File: config.mk
export PLATFORM = sky130hd
export DESIGN_NAME = alu_cond_exec_ctrl
export DESIGN_NICKNAME = d
export VERILOG_FILES = /design/src/rtl/alu_cond_exec_ctrl.sv
export SDC_FILE = /design/constraint.sdc
export NUM_CORES = 1
export LEC_CHECK = 0
export BUFFER_PORTS_ARGS = -buffer_cell sky130_fd_sc_hd__buf_2
export CAP_MARGIN = 20
export CORE_ASPECT_RATIO = 0.8
export CORE_UTILIZATION = 40
export CTS_CLUSTER_DIAMETER = 60
export CTS_CLUSTER_SIZE = 28
export DETAILED_ROUTE_END_ITERATION = 8
export PLACE_DENSITY = 0.72
export SETUP_SLACK_MARGIN = 0.4
export SYNTH_ARGS = -nofsm -noshare
export SYNTH_HDL_FRONTEND = slang
export SYNTH_SLANG_ARGS = --single-unit
File: constraint.sdc
create_clock -name clk -period 1.9 [get_ports clk]
set_input_delay 0.19 -clock clk [delete_from_list [all_inputs] [get_ports clk]]
set_output_delay 0.19 -clock clk [all_outputs]
set_load 0.01 [all_outputs]
File: src/rtl/alu_cond_exec_ctrl.sv
// Issue/commit controller for the shared ALU: an EX register that drives the ALU and
// evaluates the ARM condition against the owned NZCV flags, then a WB register toward the register file.
module alu_cond_exec_ctrl #(
    parameter int CNT_W = 16
) (
    input  logic             clk,
    input  logic             reset,
    input  logic             in_valid,
    output logic             in_ready,
    input  logic [3:0]       in_cond,
    input  logic [3:0]       in_opcode,
    input  logic             in_s,
    input  logic [3:0]       in_rd,
    input  logic [31:0]      in_op_a,
    input  logic [31:0]      in_op_b,
    input  logic             in_shift_c,
    output logic [31:0]      alu_operand_a,
    output logic [31:0]      alu_operand_b,
    output logic [3:0]       alu_control,
    output logic             alu_carry_in,
    output logic             alu_reset,
    input  logic [31:0]      alu_result,
    input  logic [3:0]       alu_nzcv,
    input  logic             alu_result_writeback,
    input  logic             alu_nzcv_writeback,
    output logic             wb_valid,
    input  logic             wb_ready,
    output logic [3:0]       wb_rd,
    output logic [31:0]      wb_data,
    output logic [3:0]       flags,
    output logic [CNT_W-1:0] exec_count,
    output logic [CNT_W-1:0] skip_count
);

    localparam logic [3:0] OP_TST = 4'd8;
    localparam logic [3:0] OP_CMN = 4'd11;

    function automatic logic cond_pass(input logic [3:0] cond, input logic [3:0] nzcv);
        logic n, z, c, v;
        logic pass;
        n = nzcv[3];
        z = nzcv[2];
        c = nzcv[1];
        v = nzcv[0];
        case (cond)
            4'd0:    pass = z;
            4'd1:    pass = !z;
            4'd2:    pass = c;
            4'd3:    pass = !c;
            4'd4:    pass = n;
            4'd5:    pass = !n;
            4'd6:    pass = v;
            4'd7:    pass = !v;
            4'd8:    pass = c && !z;
            4'd9:    pass = !c || z;
            4'd10:   pass = (n == v);
            4'd11:   pass = (n != v);
            4'd12:   pass = !z && (n == v);
            4'd13:   pass = z || (n != v);
            4'd14:   pass = 1'b1;
            default: pass = 1'b0;
        endcase
        return pass;
    endfunction

    logic        ex_valid;
    logic [3:0]  ex_cond;
    logic [3:0]  ex_opcode;
    logic        ex_s;
    logic [3:0]  ex_rd;
    logic [31:0] ex_op_a;
    logic [31:0] ex_op_b;
    logic        ex_shift_c;

    logic ex_advance;
    logic ex_pass;
    logic is_test_op;
    logic is_arith;
    logic flags_we;

    assign ex_advance = ex_valid && (!wb_valid || wb_ready);
    assign in_ready   = !ex_valid || ex_advance;
    assign ex_pass    = cond_pass(ex_cond, flags);

    // TST/TEQ/CMP/CMN always set flags regardless of the S bit
    assign is_test_op = (ex_opcode >= OP_TST) && (ex_opcode <= OP_CMN);
    assign is_arith   = ((ex_opcode >= 4'd2) && (ex_opcode <= 4'd7)) ||
                        (ex_opcode == 4'd10) || (ex_opcode == 4'd11);
    assign flags_we   = alu_nzcv_writeback && (ex_s || is_test_op);

    assign alu_operand_a = ex_op_a;
    assign alu_operand_b = ex_op_b;
    assign alu_control   = ex_opcode;
    assign alu_carry_in  = flags[1];
    assign alu_reset     = !reset;

    always_ff @(posedge clk or negedge reset) begin
        if (!reset) begin
            ex_valid   <= 1'b0;
            ex_cond    <= '0;
            ex_opcode  <= '0;
            ex_s       <= 1'b0;
            ex_rd      <= '0;
            ex_op_a    <= '0;
            ex_op_b    <= '0;
            ex_shift_c <= 1'b0;
        end else begin
            if (in_valid && in_ready) begin
                ex_valid   <= 1'b1;
                ex_cond    <= in_cond;
                ex_opcode  <= in_opcode;
                ex_s       <= in_s;
                ex_rd      <= in_rd;
                ex_op_a    <= in_op_a;
                ex_op_b    <= in_op_b;
                ex_shift_c <= in_shift_c;
            end else if (ex_advance) begin
                ex_valid <= 1'b0;
            end
        end
    end

    // Flags change on the edge the op leaves EX, so the following op is evaluated against them
    always_ff @(posedge clk or negedge reset) begin
        if (!reset) begin
            wb_valid   <= 1'b0;
            wb_rd      <= '0;
            wb_data    <= '0;
            flags      <= '0;
            exec_count <= '0;
            skip_count <= '0;
        end else begin
            if (ex_advance) begin
                if (ex_pass) begin
                    exec_count <= exec_count + CNT_W'(1);
                    wb_valid   <= alu_result_writeback;
                    if (alu_result_writeback) begin
                        wb_rd   <= ex_rd;
                        wb_data <= alu_result;
                    end
                    if (flags_we) begin
                        if (is_arith) begin
                            flags <= alu_nzcv;
                        end else begin
                            flags <= {alu_nzcv[3:2], ex_shift_c, flags[0]};
                        end
                    end
                end else begin
                    skip_count <= skip_count + CNT_W'(1);
                    wb_valid   <= 1'b0;
                end
            end else if (wb_ready) begin
                wb_valid <= 1'b0;
            end
        end
    end

endmodule

==> run summary, run 1 <==
Final Util: 72.24%
CP bufs+invs: 2
Synthesized Nets: 554
Startpoint types: register
Slowest-stage cell, CP: dfrtp_2
Worst path cell trace: xnor2_4 -> o32ai_4 -> o311ai_4 -> nand4_4 -> buf_12 -> buf_6 -> o2111ai_2 -> mux2_4
I/O Pins: 264
ANT nets after route: 0
Failing checks: setup timing
Final WS setup: -0.4168 ns
Net count, final: 977
Number of DRC markers in iteration 0: 290
# rows: 40
Vias/cell: 5.005
Wire length on met2: 11.45 mm
ANT cells: 0
Worst-path fanout max: 5
Fin. max-slew vios: 0
Sequential Area: 3809 um^2
Cell count after synthesis: 432
Power Density: 1217 nW/um^2
Max_cap viols: 0
Pre-antenna DRT Iters: 4
First-pass GRT wire length: 28.47 mm
Die ar.: 16030 um^2
Launch point of the worst path: flags[0]
Clock root cell: clkbuf_16
Hpwl dp: 10.82 mm
R2R depth: 8
Synth unique cells: 37
Clock transition at the registers of the reported paths: 0.06 ns
Critical Path RT: 2.19 ns
Post-synth top area share: 61.25%
GRT Total Usage: 23.38%
Pre-CTS WS: -0.3969 ns
Vias in the first global route: 5627
Post-synthesis sequential area ratio: 61.25%
Num Clock Sinks: 152
Max Fclk: 431.6 MHz
Crit path kind: reg2reg
Antenna violations before repair: 0
R2R Path Start: flags[0]
CTS tree: yes
Met3 routed WL: 1.196 mm
Crit path DAT: 2.61 ns
Final setup violation count: 73
Crit. End Element: register
Crit path max-delay family: compound AO/OA/AOI/OAI gates
Layout cells sized above 1: 60.02%
Peak supply drop: 699.7 uV
DR WL/cell: 19.83 um
Worst-Margin Slew: 0.6077 ns
Hold Crit Depth: 2
Vias post-DR: 5395
Tmin final: 2.317 ns
Clk buf depth: 2
Final Power: 13.29 mW
GRT overflow: 0
Final worst-path cycle share: 121.9%
Worst hold start: in_op_a[17]
Die height: 113.4 um
Clk Latency, worst-skew pair: 0.42 ns
Area growth from synthesis to layout: 75.82%
# DRC: 0
Mapped cell area: 6210 um^2
Final setup skew: 0.007874 ns
Highest Signal Layer: met4
HP Class: in2reg
Multi-input logic area: 3050 um^2
Flops & latches, synth: 152
RSZ-0062 raised after global routing: true
H-tree levels: 4
Die W: 141.3 um
Warnings, synthesis: 0
Fin. Hold Viols: 0
Final WL: 21.38 mm
Worst Hold Slack: 0.01896 ns
Number of buffers created by CTS: 17
Core area: 15110 um^2
Metal-1 WL: 8.086 mm
Synth top area cells: dfrtp_1 (61%), mux2_2 (22%), xnor2_1 (2.8%), xor2_1 (1.7%), nand3_1 (1.3%)
Placer Congestion: 0.7646
Max incr delay on CP: 0.46 ns
Largest net degree at the start of global routing: 96
Fillers: 969
Initial Util: 41.08%
Syn Area/Cell: 14.37 um^2
Status: finished with violations
Yosys top cell by area: dfrtp_1
CP Depth: 8
Port Buffer Count: 263
Max-Slew Margin vs Limit: 59.17%
Leakage power: 5.502 nW
## placed cells by master, fill, tap and decap left out, types with 8 or more instances in the layout
cell type	synthesis	final
buf_2	2	262
dfrtp_1	152	148
mux2_4	0	103
dlygate4sd3_1	0	103
clkbuf_16	0	27
buf_4	4	24
mux2_2	122	19
xor2_1	12	12
xnor2_1	20	12
buf_12	0	11
nand2_1	12	10
and3_1	11	10
buf_6	2	10
inv_1	8	8
nand4_1	8	8
nand3_4	1	8
## routing by layer
| metal | track usage (%) | vias to the layer above |
|---|---|---|
| met2 | 42.11 | 239 |
| met4 | 10.22 | 0 |
| li1 | - | 2385 |
| met5 | 0 | - |
| met1 | 25.08 | 2716 |
| met3 | 7.767 | 55 |
## final timing paths
path                       slack (ns)           endpoint
setup / recovery                -0.42           flags[3]
hold / removal                   0.02  alu_operand_a[17]
setup reg to reg                -0.42           flags[3]
hold reg to reg                  0.47     exec_count[15]
max in group asynchronous        0.90        wb_data[23]
min in group asynchronous        0.22  alu_operand_b[24]
## layout make-up
class | instances | share of cell area (%)
flip-flops and latches | 152 | 34.88
repair buffers | 423 | 29.09
multi-input cells | 253 | 27.94
clock buffers | 20 | 4.091
well taps | 210 | 2.407
clock inverters | 12 | 1.318
inverters | 8 | 0.2750
## Yosys cell counts
| cell | number |
|---|---|
| dfrtp_1 | 152 |
| mux2_2 | 122 |
| xnor2_1 | 20 |
| nand3_1 | 16 |
| nand2_1 | 12 |
| xor2_1 | 12 |
| and3_1 | 11 |
| buf_1 | 10 |
| inv_1 | 8 |
| nand4_1 | 8 |
| nor3_1 | 8 |
| nor2_1 | 6 |
| nand2b_1 | 5 |
| o21ai_0 | 5 |
| buf_4 | 4 |
| nor4_1 | 4 |
| nor4_2 | 3 |
| and2_1 | 2 |
| buf_2 | 2 |
| buf_6 | 2 |
| ha_1 | 2 |
| nand3b_1 | 2 |
| or3_1 | 2 |
| a21oi_1 | 1 |
| a32oi_1 | 1 |
| and4_1 | 1 |
| clkbuf_2 | 1 |
| mux2i_1 | 1 |
| nand3_4 | 1 |
| nand4_2 | 1 |
| nor2b_1 | 1 |
| nor3b_1 | 1 |
| nor4b_1 | 1 |
| o2111ai_1 | 1 |
| o311ai_2 | 1 |
| o32ai_1 | 1 |
| or4_1 | 1 |
## sequential cells by signal, indices dropped and copies added, names as in the netlist, 4 cells and up
name and flops:
exec_count 16, ex_rd 4, wb_rd 4, alu_operand_b 32, alu_control 4, alu_operand_a 32, wb_data 32, skip_count 16
flags 4, ex_cond 4
## repair_timing
item / in CTS / in global routing
pin swaps: 4 / 32
hold buffers: 97 / 6
gates resized for setup: 29 / 150
buffers inserted: 4 / 15
setup endpoints to repair: 139 / 151
gates cloned: 1 / 13
hold endpoints to repair: 153 / 6
## kinds of logic (layout without fill, tap and decap cells)
| family | Yosys count | after routing | share of synthesized area, % |
|---|---|---|---|
| xor+xnor | 32 | 32 | 4.513 |
| compound gates | 10 | 10 | 1.169 |
| fa+ha+maj | 2 | 2 | 0.4029 |
| simple gates | 86 | 86 | 8.201 |
| flops | 152 | 152 | 61.25 |
| mux | 123 | 123 | 22.28 |
| buf+inv | 27 | 463 | 2.176 |
## per-stage QoR
stage	TNS, ns	std cells	area [um^2]
CTS	-16.85	1044	9749
finish	-24.34	1078	10920
detailed placement	-24.11	910	8003
global route	-30.85	1078	10920
global placement	-14.56	910	8003
floorplan	-4.967	432	6329
## power by group
| group | total (mW) | switching [mW] | internal (mW) |
|---|---|---|---|
| clock | 3.37 | 1.37 | 1.99 |
| sequential | 4.73 | 0.659 | 4.07 |
| combinational | 5.19 | 2.26 | 2.93 |
Power figures use the tool's default switching activity.
==> inputs of run 2 (changes only) <==
PLACE_DENSITY = 0.69   (was 0.72)
RECOVER_POWER = 50   (was unset)
clock period = 2.3 ns   (was 1.9 ns; I/O delays follow)
==> run 2 against run 1 <==
  * The run now ends clean
  * Clock power decreased by 11%
  * Total power down 20%
  * Combinational power shrank 29%
  * Sequential power fell by 18%
  * Largest cell class unchanged
  * Highest routed layer is now met5
  * Worst hold slack improved by 0.023 ns
  * First-iteration DRC count shrank 51%
  * Cell count shrank 12%
==> run summary, run 2 (synthesized netlist as in run 1, its figures left out) <==
Number of buffers created by CTS: 17
Placer Congestion: 0.8273
Max_cap viols: 0
Worst hold start: alu_result[11]
Fin. max-slew vios: 0
Num Clock Sinks: 152
Leakage power: 4.269 nW
Startpoint types: register
Hold Crit Endpoint: wb_data[11]
Vias post-DR: 4640
Crit path kind: reg2reg
Post-DP Area: 7918 um^2
Multi-input logic area: 2779 um^2
Pre-antenna DRT Iters: 4
I/O Pins: 264
Die W: 141.3 um
Net count, final: 851
HP Class: in2reg
ANT cells: 0
Clk Latency, worst-skew pair: 0.41 ns
R2R Path Start: flags[3]
Layout cells sized above 1: 51.35%
Port Buffer Count: 263
Max Fclk: 446.2 MHz
ANT nets after route: 0
Critical Path RT: 2.59 ns
Fillers: 1248
Area growth from synthesis to layout: 47.11%
Reg2reg end: flags[0]
Max incr delay on CP: 0.43 ns
Clock root cell: clkbuf_16
Number of DRC markers in iteration 0: 143
Initial Util: 41.08%
Core area: 15110 um^2
Max-Slew Margin vs Limit: 28.39%
Final worst-path cycle share: 97.45%
First-pass GRT wire length: 25.36 mm
Clock transition at the registers of the reported paths: 0.07 ns
Vias in the first global route: 4938
Antenna violations before repair: 1
Clk buf depth: 2
Final setup violation count: 0
# DRC: 0
Tmin final: 2.241 ns
Final Power: 10.57 mW
Slowest-stage cell, CP: dfrtp_2
Worst-path fanout max: 5
Sequential Area: 3811 um^2
DR WL/cell: 17.29 um
RSZ-0062 raised after global routing: true
Commonest non-fill, non-tap cell in the layout: buf_2
# rows: 40
GRT overflow: 0
Final Instance Area: 9135 um^2
Hold Crit Depth: 2
Dpl cells: 897
CP bufs+invs: 3
Largest net degree at the start of global routing: 79
Die height: 113.4 um
Fin. Hold Viols: 0
Crit path DAT: 2.53 ns
Fin cells: 952
Hpwl dp: 10.65 mm
Worst Hold Slack: 0.04171 ns
Worst-Margin Slew: 1.074 ns
Vias/cell: 4.874
Peak supply drop: 589.3 uV
Commonest non-fill, non-tap cells in the layout: buf_2 (148), dfrtp_1 (146), clkbuf_1 (115)
Final setup skew: 0.009722 ns
GRT Total Usage: 20.71%
CTS tree: yes
Die ar.: 16030 um^2
R2R Setup Slk: 0.06 ns
Crit path max-delay family: simple AND/OR/NAND/NOR gates
Status: completed
Power Density: 1158 nW/um^2
H-tree levels: 4
Worst path cell trace: xnor2_2 -> buf_4 -> or3_1 -> nand4_1 -> nand4_4 -> buf_12 -> buf_16 -> nor4b_4 -> mux2_2
R2R depth: 9
Final WL: 16.46 mm
Crit. End Element: register
-- run 2: cell types whose count changed in the layout (fill, tap and decap cells not counted), moves of 66 or more --
cell | previous run | this run
dlygate4sd3_1 | 103 | 1
mux2_4 | 103 | 37
buf_2 | 262 | 148
mux2_2 | 19 | 85
clkbuf_1 | 2 | 115
-- run 2: worst max path at each step --
| stage | startpoint | to | cells past startpoint |
|---|---|---|---|
| after floorplan | flags[3] | wb_data[10] | 7 |
| after global placement | ex_cond[3] | flags[0] | 7 |
| after detailed placement | ex_cond[2] | skip_count[15] | 7 |
| after CTS | flags[0] | flags[0] | 8 |
| after global routing | flags[3] | flags[0] | 9 |
| final | flags[3] | flags[0] | 9 |
-- run 2: what timing repair did --
action,4_1_cts,5_1_grt
hold buffers,1,0
endpoints found under the setup margin,72,73
endpoints found under the hold margin,27,0
resized for setup,46,53
pin swaps,25,18
cloned,3,1
buffers inserted,15,3
-- run 2: layout make-up --
type	count	share of cell area [%]
clock buffers	19	4.849
repair buffers	297	17.72
flip-flops and latches	152	41.72
clock inverters	13	2.082
well taps	210	2.876
multi-input cells	253	30.42
inverters	8	0.3287
-- run 2: stage by stage --
stage / setup TNS [ns] / utilization [%] / setup WS, ns
2_1_floorplan: 0 / - / 0.2762
3_3_place_gp: 0 / 52.38 / 0.1521
3_5_place_dp: 0 / 52.38 / 0.05750
4_1_cts: 0 / 59.55 / 0.09692
5_1_grt: -0.001006 / 60.44 / -0.0009497
6_report: 0 / 60.44 / 0.05870
-- run 2: per-layer routing --
layer	up-vias	wire [um]	global-route usage, %
met4	2	419	8.406
li1	2131	-	-
met3	33	1167	7.053
met2	192	8260	35.21
met1	2282	6603	24.11
met5	-	8	0
-- run 2: power by group --
part / total, mW / internal (mW) / switching (mW)
combinational: 3.70 / 1.94 / 1.76
clock: 3.00 / 1.86 / 1.14
sequential: 3.88 / 3.36 / 0.514
total: 10.6 / 7.17 / 3.41
==> inputs of run 3 (changes only) <==
PLACE_DENSITY = 0.72   (was 0.69)
==> run 3 against run 2 <==
  * Clock power decreased by 3%
  * Register-to-register slack improved by 0.04 ns
  * Via count increased by 1.8%
  * Core utilization decreased by 0.76 points
  * Sequential power about the same
  * Critical endpoint is now skip_count[14]
==> run summary, run 3 (synthesized netlist as in run 1, its figures left out) <==
Max incr delay on CP: 0.46 ns
HP Class: in2reg
Vias post-DR: 4725
Final worst-path cycle share: 95.53%
Final Power: 10.17 mW
Final WL: 16.26 mm
R2R Setup Slk: 0.10 ns
Net count, final: 844
Cell mode on critical path: buf_6
Max_cap viols: 0
Core area: 15110 um^2
Num Clock Sinks: 152
Final setup violation count: 0
Max Fclk: 455.1 MHz
Die ar.: 16030 um^2
Commonest non-fill, non-tap cells in the layout: buf_2 (191), dfrtp_1 (146), mux2_2 (115)
I/O Pins: 264
DR WL/cell: 17.20 um
Fillers: 1247
Fin. max-slew vios: 0
Tmin final: 2.197 ns
Power Density: 1128 nW/um^2
Startpoint types: register
Worst-path fanout max: 7
Pre-CTS WS: -0.08838 ns
Met3 Usage GRT: 6.717%
Clk buf depth: 2
# DRC: 0
Placer Congestion: 0.7993
Met2 Use GR: 33.00%
Slowest-stage cell, CP: dfrtp_2
Crit path max-delay family: buffers and inverters
Clk Latency, worst-skew pair: 0.41 ns
First-pass GRT wire length: 23.96 mm
Pre-antenna DRT Iters: 5
Worst path cell trace: buf_6 -> mux2_4 -> a32oi_2 -> nand4_4 -> buf_6 -> clkbuf_16 -> nor4_4 -> xor2_1
Initial Util: 41.08%
GRT overflow: 0
Vias in the first global route: 4901
Worst-Margin Slew: 0.8075 ns
Antenna violations before repair: 0
Port Buffer Count: 263
Worst Hold Slack: 0.03826 ns
Max-Slew Margin vs Limit: 46.16%
Layout cells sized above 1: 56.87%
RSZ-0062 raised after global routing: true
Busiest grt layer: met2
Final WS setup: 0.1027 ns
Clock transition at the registers of the reported paths: 0.07 ns
Peak supply drop: 588.4 uV
H-tree levels: 4
Fin. Hold Viols: 0
Leakage power: 4.178 nW
Largest net degree at the start of global routing: 153
# rows: 40
Final Util: 59.68%
ANT nets after route: 0
Die height: 113.4 um
Commonest non-fill, non-tap cell in the layout: buf_2
Crit path kind: reg2reg
ANT cells: 0
Crit. End Element: register
Post-DP Area: 7885 um^2
GRT Total Usage: 19.41%
CTS tree: yes
Die W: 141.3 um
Hpwl dp: 10.46 mm
Area growth from synthesis to layout: 45.25%
Final Instance Area: 9020 um^2
CTS hold repair buffers: 0
Vias/cell: 5.000
Number of buffers created by CTS: 17
Status: completed
Critical Path RT: 2.63 ns
CP bufs+invs: 3
Final setup skew: 0.01020 ns
Met1 Track Usage GR: 22.56%
Crit path DAT: 2.53 ns
Clock root cell: clkbuf_16
Number of DRC markers in iteration 0: 119
## run 3: worst paths after layout
check	from	cells after the start	to
max	ex_cond[0]	8	skip_count[14]
min	alu_result[0]	2	wb_data[0]
max reg2reg	ex_cond[0]	8	skip_count[14]
min reg2reg	exec_count[15]	1	exec_count[15]
max in group asynchronous	reset	2	wb_data[29]
min in group asynchronous	reset	2	skip_count[2]
## run 3: power breakdown
part	total [mW]	switching, mW	internal [mW]
registers	3.89	0.525	3.36
logic	3.37	1.64	1.73
clock network	2.91	1.13	1.78
## run 3: area by class of cell
class	instances	area, um^2	share of cell area [%]
Multi-Input combinational cell	253	2666	29.56
Sequential cell	152	3811	42.25
Clock inverter	12	163.9	1.817
Tap cell	210	262.8	2.913
Inverter	8	30.03	0.3329
Timing Repair Buffer	290	1629	18.06
Clock buffer	20	456.7	5.063
## run 3: layer usage
layer / wire, um / share of wire (%)
met1: 6397 / 39
met3: 1150 / 7.1
met2: 8344 / 51
met5: 0 / 0
met4: 366 / 2.3
## run 3: worst register-to-register path, stage by stage (launching register included)
cell	delay, ns
dfrtp_2	0.46
buf_6	0.14
mux2_4	0.30
a32oi_2	0.28
nand4_4	0.16
buf_6	0.17
clkbuf_16	0.17
nor4_4	0.27
xor2_1	0.18
## run 3: metrics by stage
stage                     instances  setup TNS [ns]
after floorplan                 432               0
after global placement          896               0
after detailed placement        896         -0.9132
after CTS                       935               0
after global routing            945               0
final                           945               0
## run 3: timing repair
item                                    4_1_cts  5_1_grt
endpoints found under the setup margin       72       72
buffers inserted                              6        3
gates resized for setup                      25       47
cloned                                        1        7
pin swaps                                    11       23
